### config.mk
export PLATFORM = sky130hd
export DESIGN_NAME = ped_crossing_ctrl_flat
export DESIGN_NICKNAME = d
export VERILOG_FILES = /design/src/rtl/ped_crossing_ctrl_if.sv /design/src/rtl/ped_crossing_ctrl.sv /design/src/flat_wrapper.sv
export SDC_FILE = /design/constraint.sdc
export NUM_CORES = 1
export LEC_CHECK = 0
export ABC_AREA = 1
export BUFFER_PORTS_ARGS = -buffer_cell sky130_fd_sc_hd__clkbuf_2
export CAP_MARGIN = 20
export CORE_MARGIN = 2
export CORE_UTILIZATION = 35
export CTS_CLUSTER_DIAMETER = 30
export CTS_CLUSTER_SIZE = 20
export DETAILED_ROUTE_END_ITERATION = 16
export PLACE_DENSITY_LB_ADDON = 0.2
export REMOVE_ABC_BUFFERS = 1
export SLEW_MARGIN = 30
export SYNTH_ARGS = -nofsm -noshare
export SYNTH_HDL_FRONTEND = slang
export SYNTH_SLANG_ARGS = --single-unit
### constraint.sdc
create_clock -name clk -period 1.7 [get_ports clk]
set_input_delay 0.085 -clock clk [delete_from_list [all_inputs] [get_ports clk]]
set_output_delay 0.085 -clock clk [all_outputs]
set_load 0.02 [all_outputs]
### src/rtl/ped_crossing_ctrl_if.sv
// Lamp and push-button bundle between the crossing controller and its surroundings.
// The slave side is the controller; the master side drives the button and watches the lamps.
interface ped_crossing_ctrl_if #(
  parameter int CNT_W = 8
);
  logic             button;
  logic             green_c;
  logic             yellow_c;
  logic             red_c;
  logic             green_p;
  logic             yellow_p;
  logic             red_p;
  logic             ped_wait;
  logic [CNT_W-1:0] ped_count;

  modport master (
    output button,
    input  green_c, yellow_c, red_c, green_p, yellow_p, red_p, ped_wait, ped_count
  );

  modport slave (
    input  button,
    output green_c, yellow_c, red_c, green_p, yellow_p, red_p, ped_wait, ped_count
  );
endinterface

### src/rtl/ped_crossing_ctrl.sv
// Pelican-crossing controller: five timed phases, latched pedestrian request,
// enforced minimum car-green time and a pedestrian-green countdown.
//
// state      | meaning
// CAR_GREEN  | cars go; waits for min green and a latched request
// CAR_YELLOW | cars warned to stop
// PED_READY  | cars red, pedestrians get ready (ped yellow)
// PED_GREEN  | pedestrians cross; ped_count counts down
// CLEAR      | all red before cars resume
module ped_crossing_ctrl #(
  parameter int CNT_W   = 8,
  parameter int T_GREEN = 10,
  parameter int T_CY    = 3,
  parameter int T_PY    = 2,
  parameter int T_PG    = 8,
  parameter int T_CLR   = 2
) (
  input  logic clk,
  input  logic rst_n,
  ped_crossing_ctrl_if.slave bus
);

  typedef enum logic [2:0] {
    CAR_GREEN  = 3'd0,
    CAR_YELLOW = 3'd1,
    PED_READY  = 3'd2,
    PED_GREEN  = 3'd3,
    CLEAR      = 3'd4
  } state_e;

  localparam logic [CNT_W-1:0] LD_GREEN = CNT_W'(T_GREEN - 1);
  localparam logic [CNT_W-1:0] LD_CY    = CNT_W'(T_CY - 1);
  localparam logic [CNT_W-1:0] LD_PY    = CNT_W'(T_PY - 1);
  localparam logic [CNT_W-1:0] LD_PG    = CNT_W'(T_PG - 1);
  localparam logic [CNT_W-1:0] LD_CLR   = CNT_W'(T_CLR - 1);

  state_e           state_q, state_d;
  logic [CNT_W-1:0] timer_q, timer_d;
  logic             req_q, req_d;
  logic             tc;

  assign tc = (timer_q == '0);

  always_ff @(posedge clk or negedge rst_n) begin
    if (!rst_n) begin
      state_q <= CAR_GREEN;
      timer_q <= LD_GREEN;
      req_q   <= 1'b0;
    end else begin
      state_q <= state_d;
      timer_q <= timer_d;
      req_q   <= req_d;
    end
  end

  always_comb begin
    state_d = state_q;
    timer_d = tc ? '0 : timer_q - 1'b1;
    unique case (state_q)
      CAR_GREEN: begin
        if (tc && req_q) begin
          state_d = CAR_YELLOW;
          timer_d = LD_CY;
        end
      end
      CAR_YELLOW: begin
        if (tc) begin
          state_d = PED_READY;
          timer_d = LD_PY;
        end
      end
      PED_READY: begin
        if (tc) begin
          state_d = PED_GREEN;
          timer_d = LD_PG;
        end
      end
      PED_GREEN: begin
        if (tc) begin
          state_d = CLEAR;
          timer_d = LD_CLR;
        end
      end
      CLEAR: begin
        if (tc) begin
          state_d = CAR_GREEN;
          timer_d = LD_GREEN;
        end
      end
      default: begin
        state_d = CAR_GREEN;
        timer_d = LD_GREEN;
      end
    endcase

    // Entering PED_GREEN serves the request and beats a coincident press.
    req_d = req_q;
    if (state_d == PED_GREEN && state_q != PED_GREEN) begin
      req_d = 1'b0;
    end else if (bus.button && state_q != PED_GREEN) begin
      req_d = 1'b1;
    end
  end

  always_comb begin
    bus.green_c   = 1'b0;
    bus.yellow_c  = 1'b0;
    bus.red_c     = 1'b0;
    bus.green_p   = 1'b0;
    bus.yellow_p  = 1'b0;
    bus.red_p     = 1'b0;
    bus.ped_wait  = req_q;
    bus.ped_count = '0;
    unique case (state_q)
      CAR_GREEN: begin
        bus.green_c = 1'b1;
        bus.red_p   = 1'b1;
      end
      CAR_YELLOW: begin
        bus.yellow_c = 1'b1;
        bus.red_p    = 1'b1;
      end
      PED_READY: begin
        bus.red_c    = 1'b1;
        bus.yellow_p = 1'b1;
      end
      PED_GREEN: begin
        bus.red_c     = 1'b1;
        bus.green_p   = 1'b1;
        bus.ped_count = timer_q;
      end
      CLEAR: begin
        bus.red_c = 1'b1;
        bus.red_p = 1'b1;
      end
      default: begin
        bus.green_c = 1'b1;
        bus.red_p   = 1'b1;
      end
    endcase
  end

endmodule

### src/flat_wrapper.sv
// flat-port wrapper written by rule: the top's interface ports become plain ports
module ped_crossing_ctrl_flat 
#(
  parameter int CNT_W   = 8,
  parameter int T_GREEN = 10,
  parameter int T_CY    = 3,
  parameter int T_PY    = 2,
  parameter int T_PG    = 8,
  parameter int T_CLR   = 2
)
  (clk, rst_n, bus_button, bus_green_c, bus_yellow_c, bus_red_c, bus_green_p, bus_yellow_p, bus_red_p, bus_ped_wait, bus_ped_count);
  ped_crossing_ctrl_if #(.CNT_W(CNT_W)) bus_i ();
  input  logic clk;
  input  logic rst_n;
  input wire logic [$bits(bus_i.button)-1:0] bus_button;
  output wire logic [$bits(bus_i.green_c)-1:0] bus_green_c;
  output wire logic [$bits(bus_i.yellow_c)-1:0] bus_yellow_c;
  output wire logic [$bits(bus_i.red_c)-1:0] bus_red_c;
  output wire logic [$bits(bus_i.green_p)-1:0] bus_green_p;
  output wire logic [$bits(bus_i.yellow_p)-1:0] bus_yellow_p;
  output wire logic [$bits(bus_i.red_p)-1:0] bus_red_p;
  output wire logic [$bits(bus_i.ped_wait)-1:0] bus_ped_wait;
  output wire logic [$bits(bus_i.ped_count)-1:0] bus_ped_count;
  assign bus_i.button = bus_button;
  assign bus_green_c = bus_i.green_c;
  assign bus_yellow_c = bus_i.yellow_c;
  assign bus_red_c = bus_i.red_c;
  assign bus_green_p = bus_i.green_p;
  assign bus_yellow_p = bus_i.yellow_p;
  assign bus_red_p = bus_i.red_p;
  assign bus_ped_wait = bus_i.ped_wait;
  assign bus_ped_count = bus_i.ped_count;
  ped_crossing_ctrl #(.CNT_W(CNT_W), .T_GREEN(T_GREEN), .T_CY(T_CY), .T_PY(T_PY), .T_PG(T_PG), .T_CLR(T_CLR)) u_core (.clk(clk), .rst_n(rst_n), .bus(bus_i));
endmodule
# == Yosys cells after proc, flatten, opt, wreduce, memory -nomap -nowiden ==
# Index checks and enable logic that the tools add are counted.
# word_totals
latch_bits,0
reg_bits,12
rom_bits,0
memories,0
output_inout_bits,15
ramBits,0
# op_classes
div,0
n_mux,21
add_sub_neg,1
n_reduce_logical,10
n_bitwise,0
n_lt_le_gt_ge,0
mul,0
eq_ne,6
shift,0
# ops
operator,n
two-way mux 8 bit,6
one-hot mux 8 bit (4 select lines),1
two-way mux 3 bit,5
one-hot mux 3 bit (5 select lines),1
"equality test 3 x 2 -> 1 bit, second input constant",3
zero test 8 bit,1
two-way mux 1 bit,8
"subtractor 8 x 1 -> 8 bit, second input constant",1
OR reduction 2 bit,2
OR reduction 4 bit,1
"equality test 3 x 1 -> 1 bit, second input constant",1
"equality test 3 bit, second input constant",1
logical AND 1 bit,3
zero test 3 bit,1
"inequality test 3 x 2 -> 1 bit, second input constant",1
OR reduction 3 bit,1
nonzero test 2 bit,1

# == Longest topological paths before layout ==
# Gate-level depths: netlist of the first run.
# depth
ltp_word,7
ltp_mapped,7
mapped_depth_nobuf,7

# == Least setup slack after synthesis of the first run ==
# Ideal clock, no wire load.
# synth_timing
path_kind,reg-to-reg
start,register u_core.timer_q[0]
end,register u_core.timer_q[6]
setup_time_ns,0.071
setup_slack_ns,0.392
path_stages_with_launch,8
arrival_time_ns,1.236
required_ns,1.629
path_buffers,0
path_cell_list,dfstp_2 > inv_1 > ha_1 > nand2_2 > nor2_8 > nor2_4 > nand2_1 > nor2_1
# synth_between
elab_chain_len,4
# synth_rtl
item,line,rtl
from (decl),ped_crossing_ctrl.sv:38,"logic [CNT_W-1:0] timer_q, timer_d;"
from (signal assigned),ped_crossing_ctrl.sv:51,timer_q <= timer_d;
subtractor 8 x 1 -> 8 bit / zero test 8 bit (equally long branches),"ped_crossing_ctrl.sv:58, ped_crossing_ctrl.sv:42",
two-way mux 8 bit / logical AND 1 bit (equally long branches),"ped_crossing_ctrl.sv:58, ped_crossing_ctrl.sv:61",
two-way mux 8 bit (on tied branches),-,
one-hot mux 8 bit (4 select lines) *,ped_crossing_ctrl.sv:59,unique case (state_q)
via u_core.timer_d[6],ped_crossing_ctrl.sv:38,
# The timed path passes the listed nets; every way through them passes the cells marked *.
# A chain may end at the register's enable or synchronous reset.

# == Worst setup path in the final report of the first run ==
# layout_timing
start,register u_core.state_q[2]
end,output port bus_ped_count[7]
# layout_between
elab_chain_len,2
# layout_rtl
item,line,rtl
from (decl),ped_crossing_ctrl.sv:37,"state_e state_q, state_d;"
from (signal assigned),ped_crossing_ctrl.sv:50,state_q <= state_d;
equality test 3 x 2 -> 1 bit,ped_crossing_ctrl.sv:114,unique case (state_q)
two-way mux 8 bit,ped_crossing_ctrl.sv:114,
to (decl),flat_wrapper.sv:23,output wire logic [$bits(bus_i.ped_count)-1:0] bus_ped_count;
# No other way between the ends.

==> results.sh, run 1 <==
export IMPL_switching_share_pct=47.82
export IMPL_num_rows=16
export IMPL_required_ns=1.62
export IMPL_worst_slew_pin_slew_ns=0.3162
export IMPL_grt_pass1_wl_mm=2.553
export IMPL_core_area_sq_mm=0.002002
export IMPL_vias=660
export IMPL_viasPerCell=4.490
export IMPL_power_frac_seq_pct=33.7
export IMPL_clkPwrFrac_pct=13.8
export IMPL_drt_wl_total_mm=1.561
export IMPL_cts_tree="yes"
export IMPL_clk_latency_ns=0.27
export IMPL_whs_ns=0.09732
export IMPL_p_sw_uw=780.7
export IMPL_fp_dieW_um=50.58
export IMPL_worst_path_max_fanout=11
export IMPL_final_period_utilization_pct=86.08
export IMPL_drt_iter0_markers=7
export IMPL_min_period_ns=1.463
export IMPL_setup_viol=0
export IMPL_slew_viol_final=0
export IMPL_syn_inst=99
export IMPL_synth_top_area_cell="dfrtp_1"
export IMPL_power_density_mw_per_mm2=1766
export IMPL_num_nets_final=126
export IMPL_antenna_found_initial=0
export IMPL_internal_power_uw=852.0
export IMPL_final_setup_tns_ns=0
export IMPL_ant_nets=0
export IMPL_peakVddDrop_mv=0.9245
export IMPL_synth_simple_area_share_pct=32.62
export IMPL_cts_sinks=12
export IMPL_rsz0062_at_grt="no"
export IMPL_slew_headroom_pct=78.92
export IMPL_firstDrtPassIters=4
export IMPL_grt_pass1_vias=587
export IMPL_synth_top_family_by_area="simple AND/OR/NAND/NOR gates"
export IMPL_max_cap_violations=0
export IMPL_synthAdderAreaFrac_pct=3.295
export IMPL_io_pins=18
export IMPL_post_cts_setup_buffers=0
export IMPL_clock_skew_final_ns=0.003899
export IMPL_leakage_uw=0.0005203
export IMPL_worstSetupPathType="reg2out"
export IMPL_cts_buffers=3
export IMPL_clkSlewWorstSetupHoldPaths_ns=0.08
export IMPL_dp_hpwl_mm=1.209
export IMPL_critical_path_slowest_cell="dfrtp_1"
export IMPL_diodes=0
export IMPL_h_tree_depth=1
export IMPL_yosys_warnings=0
export IMPL_synth_area_sq_um=759.5
export IMPL_synth_compound_area_share_pct=12.03
export IMPL_path_cells="inv_2, nand3_2, nor2_1, clkbuf_2"
export IMPL_syn_to_final_growth_pct=21.75
export IMPL_drc=0
export IMPL_seq_area_frac_synth_pct=39.87
export IMPL_die_y_um=50.58
export IMPL_synth_area_leaders="dfrtp_1 (33%), nand2_1 (8.4%), nor2_1 (8.4%)"
export IMPL_grt_use_total_pct=13.91
export IMPL_crit_arrival_ns=1.38
export IMPL_timing_fmax_mhz=683.3
export IMPL_synth_mux_area_fraction_pct=0
export IMPL_ys_ff_latch=12
export IMPL_synth_distinct_cells=24
export IMPL_grt_max_degree=13
export IMPL_clk_path_buf_depth=2
export IMPL_start_util_pct=37.94
export IMPL_num_fill_cells=222
export IMPL_post_drt_wl_per_cell_um=10.62
export IMPL_hold_viol=0
export IMPL_slowest_delay_ns=0.39
export IMPL_status="finished, final reports clean"
export IMPL_drive_above_1_share_pct=30.83
export IMPL_end_kind="primary output"
export IMPL_hp_class="in2reg"
export IMPL_post_synth_top_area_fraction_pct=32.95
export IMPL_crit_buf_inv=2
export IMPL_cpLargestDelayFamily="flip-flops"
export IMPL_root_buffer="clkbuf_4"
export IMPL_start_kind="flip-flop"
export IMPL_power_frac_comb_pct=52.5
export IMPL_gp_congestion=0.8123
export IMPL_die_area_sq_mm=0.002558
export IMPL_port_buffers=17
export IMPL_syn_avg_cell_area_sq_um=7.671
export IMPL_grt_overflow_total=0
export IMPL_synthXorXnorAreaFrac_pct=2.306
-- layout by cell type, fill, tap and decap left out, types with 2 or more instances in the layout --
cell type and n:
a21oi_1 4, clkbuf_2 17, clkbuf_4 3, dfrtp_1 10, dfstp_2 2, ha_1 2
inv_1 16, nand2_1 17, nand3_1 5, nor2_1 17, nor2_2 3, nor2_4 2
o21ai_0 4, o21ai_1 3, xor2_1 2
-- final timing paths --
kind                                        to              start  depth (start not counted)  slack, ns
max in group asynchronous    u_core.timer_q[3]              rst_n                          2       1.18
max reg2reg                  u_core.timer_q[6]  u_core.timer_q[0]                          7       0.30
max                           bus_ped_count[7]  u_core.state_q[2]                          4       0.24
min reg2reg                  u_core.timer_q[0]  u_core.timer_q[0]                          1       0.55
min in group asynchronous    u_core.timer_q[7]              rst_n                          2       0.23
min                        u_core.bus.ped_wait         bus_button                          5        0.1
-- layer usage --
metal / wire length (um) / share of wire, % / up-vias / track usage, %
met5: 0 / 0 / - / 0
met2: 721 / 46 / 13 / 23.03
met1: 755 / 48 / 296 / 16.11
li1: - / - / 349 / -
met3: 61 / 3.9 / 2 / 2.679
met4: 22 / 1.4 / 0 / 9.459
-- cell usage after synthesis --
| master | n |
|---|---|
| nor2_8 | 1 |
| nand2_2 | 1 |
| nor2_4 | 2 |
| inv_2 | 1 |
| o21ai_2 | 1 |
| inv_1 | 16 |
| ha_1 | 2 |
| nand2_1 | 17 |
| nor2_1 | 17 |
| inv_4 | 1 |
| nor2_2 | 3 |
| dfrtp_1 | 10 |
| nand2_4 | 1 |
| o21ai_1 | 3 |
| o21bai_4 | 1 |
| nand4_1 | 1 |
| a21oi_2 | 1 |
| a21oi_1 | 4 |
| nand3_1 | 6 |
| buf_2 | 1 |
| dfstp_2 | 2 |
| xor2_1 | 2 |
| o21ai_0 | 4 |
| nor3_1 | 1 |
-- cell families after synthesis --
kind of cell	after synthesis
simple gates	50
compound gates	14
flops	12
buf+inv	19
xor+xnor	2
fa+ha+maj	2
-- metrics by stage --
step           instances  total power, uW  util [%]  setup WS (ns)  cell area [sq um]
6_report             147             1633     46.19         0.2366              924.6
5_1_grt              147             1796     46.19         0.1067              924.6
4_1_cts              147             1652     45.94        0.03483              919.6
3_5_place_dp         142             1416     43.63         0.3064              873.3
3_3_place_gp         142             1410     43.63         0.3183              873.3
2_1_floorplan         98             1213         -         0.3924              754.5
-- state kept, by name, indices dropped and copies added, names as in the netlist --
name and flops:
u_core.bus.ped_wait 1, u_core.state_q 3, u_core.timer_q 8
-- final cells by class --
type                       instances  area [sq um]  share of cell area (%)
tap                               27         33.78                   3.654
inverter                          18         70.07                   7.578
timing repair buffer              18         95.09                   10.28
sequential                        12         302.8                   32.75
multi-input combinational         68         386.6                   41.81
clock buffer                       4         36.28                   3.924
-- power by group through the flow --
stage / combinational (uW) / clock, uW / sequential [uW]
floorplan: 682 / 0 / 530
global placement: 862 / 0 / 548
detailed placement: 864 / 0 / 552
CTS: 871 / 236 / 545
global route: 969 / 256 / 571
finish: 858 / 225 / 550
-- tightest hold or removal path: cells and delay by family --
family	cells	cell delay, ns
and+or+nand+nor	3	0.14
buffers and inverters	2	0.11
-- timing repair --
action                                 in CTS  in global routing
endpoints found under the hold margin      12                  0
setup endpoints to repair                   0                  9
gates resized for setup                     0                  1
hold buffers                                1                  0
Power figures use the tool's default switching activity.
==> run 2, diff against run 1 <==
--- a/config.mk
+++ b/config.mk
@@ -9,7 +9,8 @@
 export BUFFER_PORTS_ARGS = -buffer_cell sky130_fd_sc_hd__clkbuf_2
 export CAP_MARGIN = 20
 export CORE_MARGIN = 2
-export CORE_UTILIZATION = 35
+export CORE_UTILIZATION = 44
+export CTS_BUF_LIST = sky130_fd_sc_hd__clkbuf_16
 export CTS_CLUSTER_DIAMETER = 30
 export CTS_CLUSTER_SIZE = 20
 export DETAILED_ROUTE_END_ITERATION = 16
==> constraint.sdc (replaced) <==
create_clock -name clk -period 1.8 [get_ports clk]
set_input_delay 0.09 -clock clk [delete_from_list [all_inputs] [get_ports clk]]
set_output_delay 0.09 -clock clk [all_outputs]
set_load 0.02 [all_outputs]
==> results.sh, run 2 (synthesis results as in run 1) <==
export IMPL_grtUsageMet2_pct=30.99
export IMPL_drc=0
export IMPL_h_tree_depth=1
export IMPL_die_area_sq_mm=0.002074
export IMPL_ctsHoldBuffers=1
export IMPL_ant_nets=0
export IMPL_hp_class="in2reg"
export IMPL_rsz0062_at_grt="no"
export IMPL_end_kind="primary output"
export IMPL_slew_viol_final=0
export IMPL_die_y_um=45.55
export IMPL_post_cts_setup_buffers=0
export IMPL_whs_path_depth=5
export IMPL_num_rows=15
export IMPL_min_period_ns=1.577
export IMPL_worst_slew_pin_slew_ns=0.4515
export IMPL_regMostFlops="u_core.timer_q"
export IMPL_grt_max_degree=13
export IMPL_post_drt_wl_per_cell_um=11.72
export IMPL_power_uw=1740
export IMPL_crit_arrival_ns=1.49
export IMPL_fp_dieW_um=45.55
export IMPL_drt_wl_total_mm=1.606
export IMPL_antenna_found_initial=0
export IMPL_final_setup_tns_ns=0
export IMPL_required_ns=1.71
export IMPL_gp_congestion=0.7827
export IMPL_num_nets_final=126
export IMPL_drt_iter0_markers=14
export IMPL_final_period_utilization_pct=87.60
export IMPL_r2r_end="u_core.timer_q[6]"
export IMPL_final_cell_mix="nor2_1 (17), nand2_1 (17), clkbuf_2 (17)"
export IMPL_grt_busiest_layer="met2"
export IMPL_grt_use_total_pct=17.69
export IMPL_drive_above_1_share_pct=29.17
export IMPL_cts_resized=0
export IMPL_dp_hpwl_mm=1.263
export IMPL_r2r_cells=7
export IMPL_worstSetupPathType="reg2out"
export IMPL_clk_path_buf_depth=2
export IMPL_clk_latency_ns=0.24
export IMPL_port_buffers=17
export IMPL_io_pins=18
export IMPL_r2r_setup_slack_ns=0.40
export IMPL_status="finished, final reports clean"
export IMPL_min_delay_start="bus_button"
export IMPL_start_util_pct=45.47
export IMPL_root_buffer="clkbuf_16"
export IMPL_slew_headroom_pct=69.81
export IMPL_grt_pass1_vias=629
export IMPL_start_kind="flip-flop"
export IMPL_clock_skew_final_ns=0.004695
export IMPL_cts_sinks=12
export IMPL_gr_usage_met1_pct=21.03
export IMPL_placed_area_sq_um=860.8
export IMPL_hold_viol=0
export IMPL_syn_to_final_growth_pct=25.04
export IMPL_peakVddDrop_mv=1.165
export IMPL_grt_pass1_wl_mm=2.622
export IMPL_r2r_start="u_core.timer_q[0]"
export IMPL_clkSlewWorstSetupHoldPaths_ns=0.04
export IMPL_hold_end="u_core.bus.ped_wait"
export IMPL_timing_fmax_mhz=634.2
export IMPL_grt_util_met3_pct=3.571
export IMPL_setup_viol=0
export IMPL_worst_path_max_fanout=11
export IMPL_vias=681
export IMPL_largest_reg_flops=8
export IMPL_power_density_mw_per_mm2=1832
export IMPL_viasPerCell=4.971
export IMPL_grt_overflow_total=0
export IMPL_diodes=0
export IMPL_final_cell_area_sq_um=949.7
export IMPL_leakage_uw=0.0005378
export IMPL_whs_ns=0.1348
export IMPL_firstDrtPassIters=4
export IMPL_max_cap_violations=0
export IMPL_core_area_sq_mm=0.001670
export IMPL_cts_tree="yes"
export IMPL_cts_buffers=3
[run 2: per-stage QoR]
stage	worst slack [ns]	cells	util [%]
4_1_cts	0.2085	137	56.85
2_1_floorplan	0.4924	98	-
6_report	0.2232	137	56.85
3_3_place_gp	0.4443	132	51.54
5_1_grt	0.1032	137	56.85
3_5_place_dp	0.4062	132	51.54
[run 2: how the worst max path moves through the flow]
stage	slack, ns	end	startpoint
floorplan	0.49	u_core.timer_q[6]	u_core.timer_q[0]
global placement	0.44	u_core.timer_q[6]	u_core.timer_q[0]
detailed placement	0.41	u_core.timer_q[6]	u_core.timer_q[0]
CTS	0.21	bus_ped_count[2]	u_core.state_q[2]
global route	0.10	bus_ped_count[2]	u_core.state_q[2]
finish	0.22	bus_ped_count[7]	u_core.state_q[2]
[run 2: layout make-up]
class / instances / area [sq um]
multi-input cells: 68 / 381.6
well taps: 17 / 21.27
fillers: 164 / 720.7
flip-flops and latches: 12 / 302.8
clock inverters: 1 / 3.754
clock buffers: 3 / 75.07
repair buffers: 18 / 95.09
inverters: 18 / 70.07
[run 2: report_power, final]
| part | switching (uW) | internal, uW | leakage, uW |
|---|---|---|---|
| clock network | 110 | 292 | 0.0000385 |
| registers | 118 | 406 | 0.000145 |
| logic | 537 | 277 | 0.000354 |
[run 2: critical path: stages (launching register included)]
cell	delay, ns
dfrtp_1	0.38
inv_2	0.13
nand3_1	0.35
nor2_1	0.20
clkbuf_2	0.19
[run 2: routing by layer]
| metal | wire (um) | vias to the layer above |
|---|---|---|
| met5 | 0 | - |
| met4 | 16 | 0 |
| met3 | 90 | 2 |
| met2 | 805 | 20 |
| met1 | 694 | 312 |
| li1 | - | 347 |
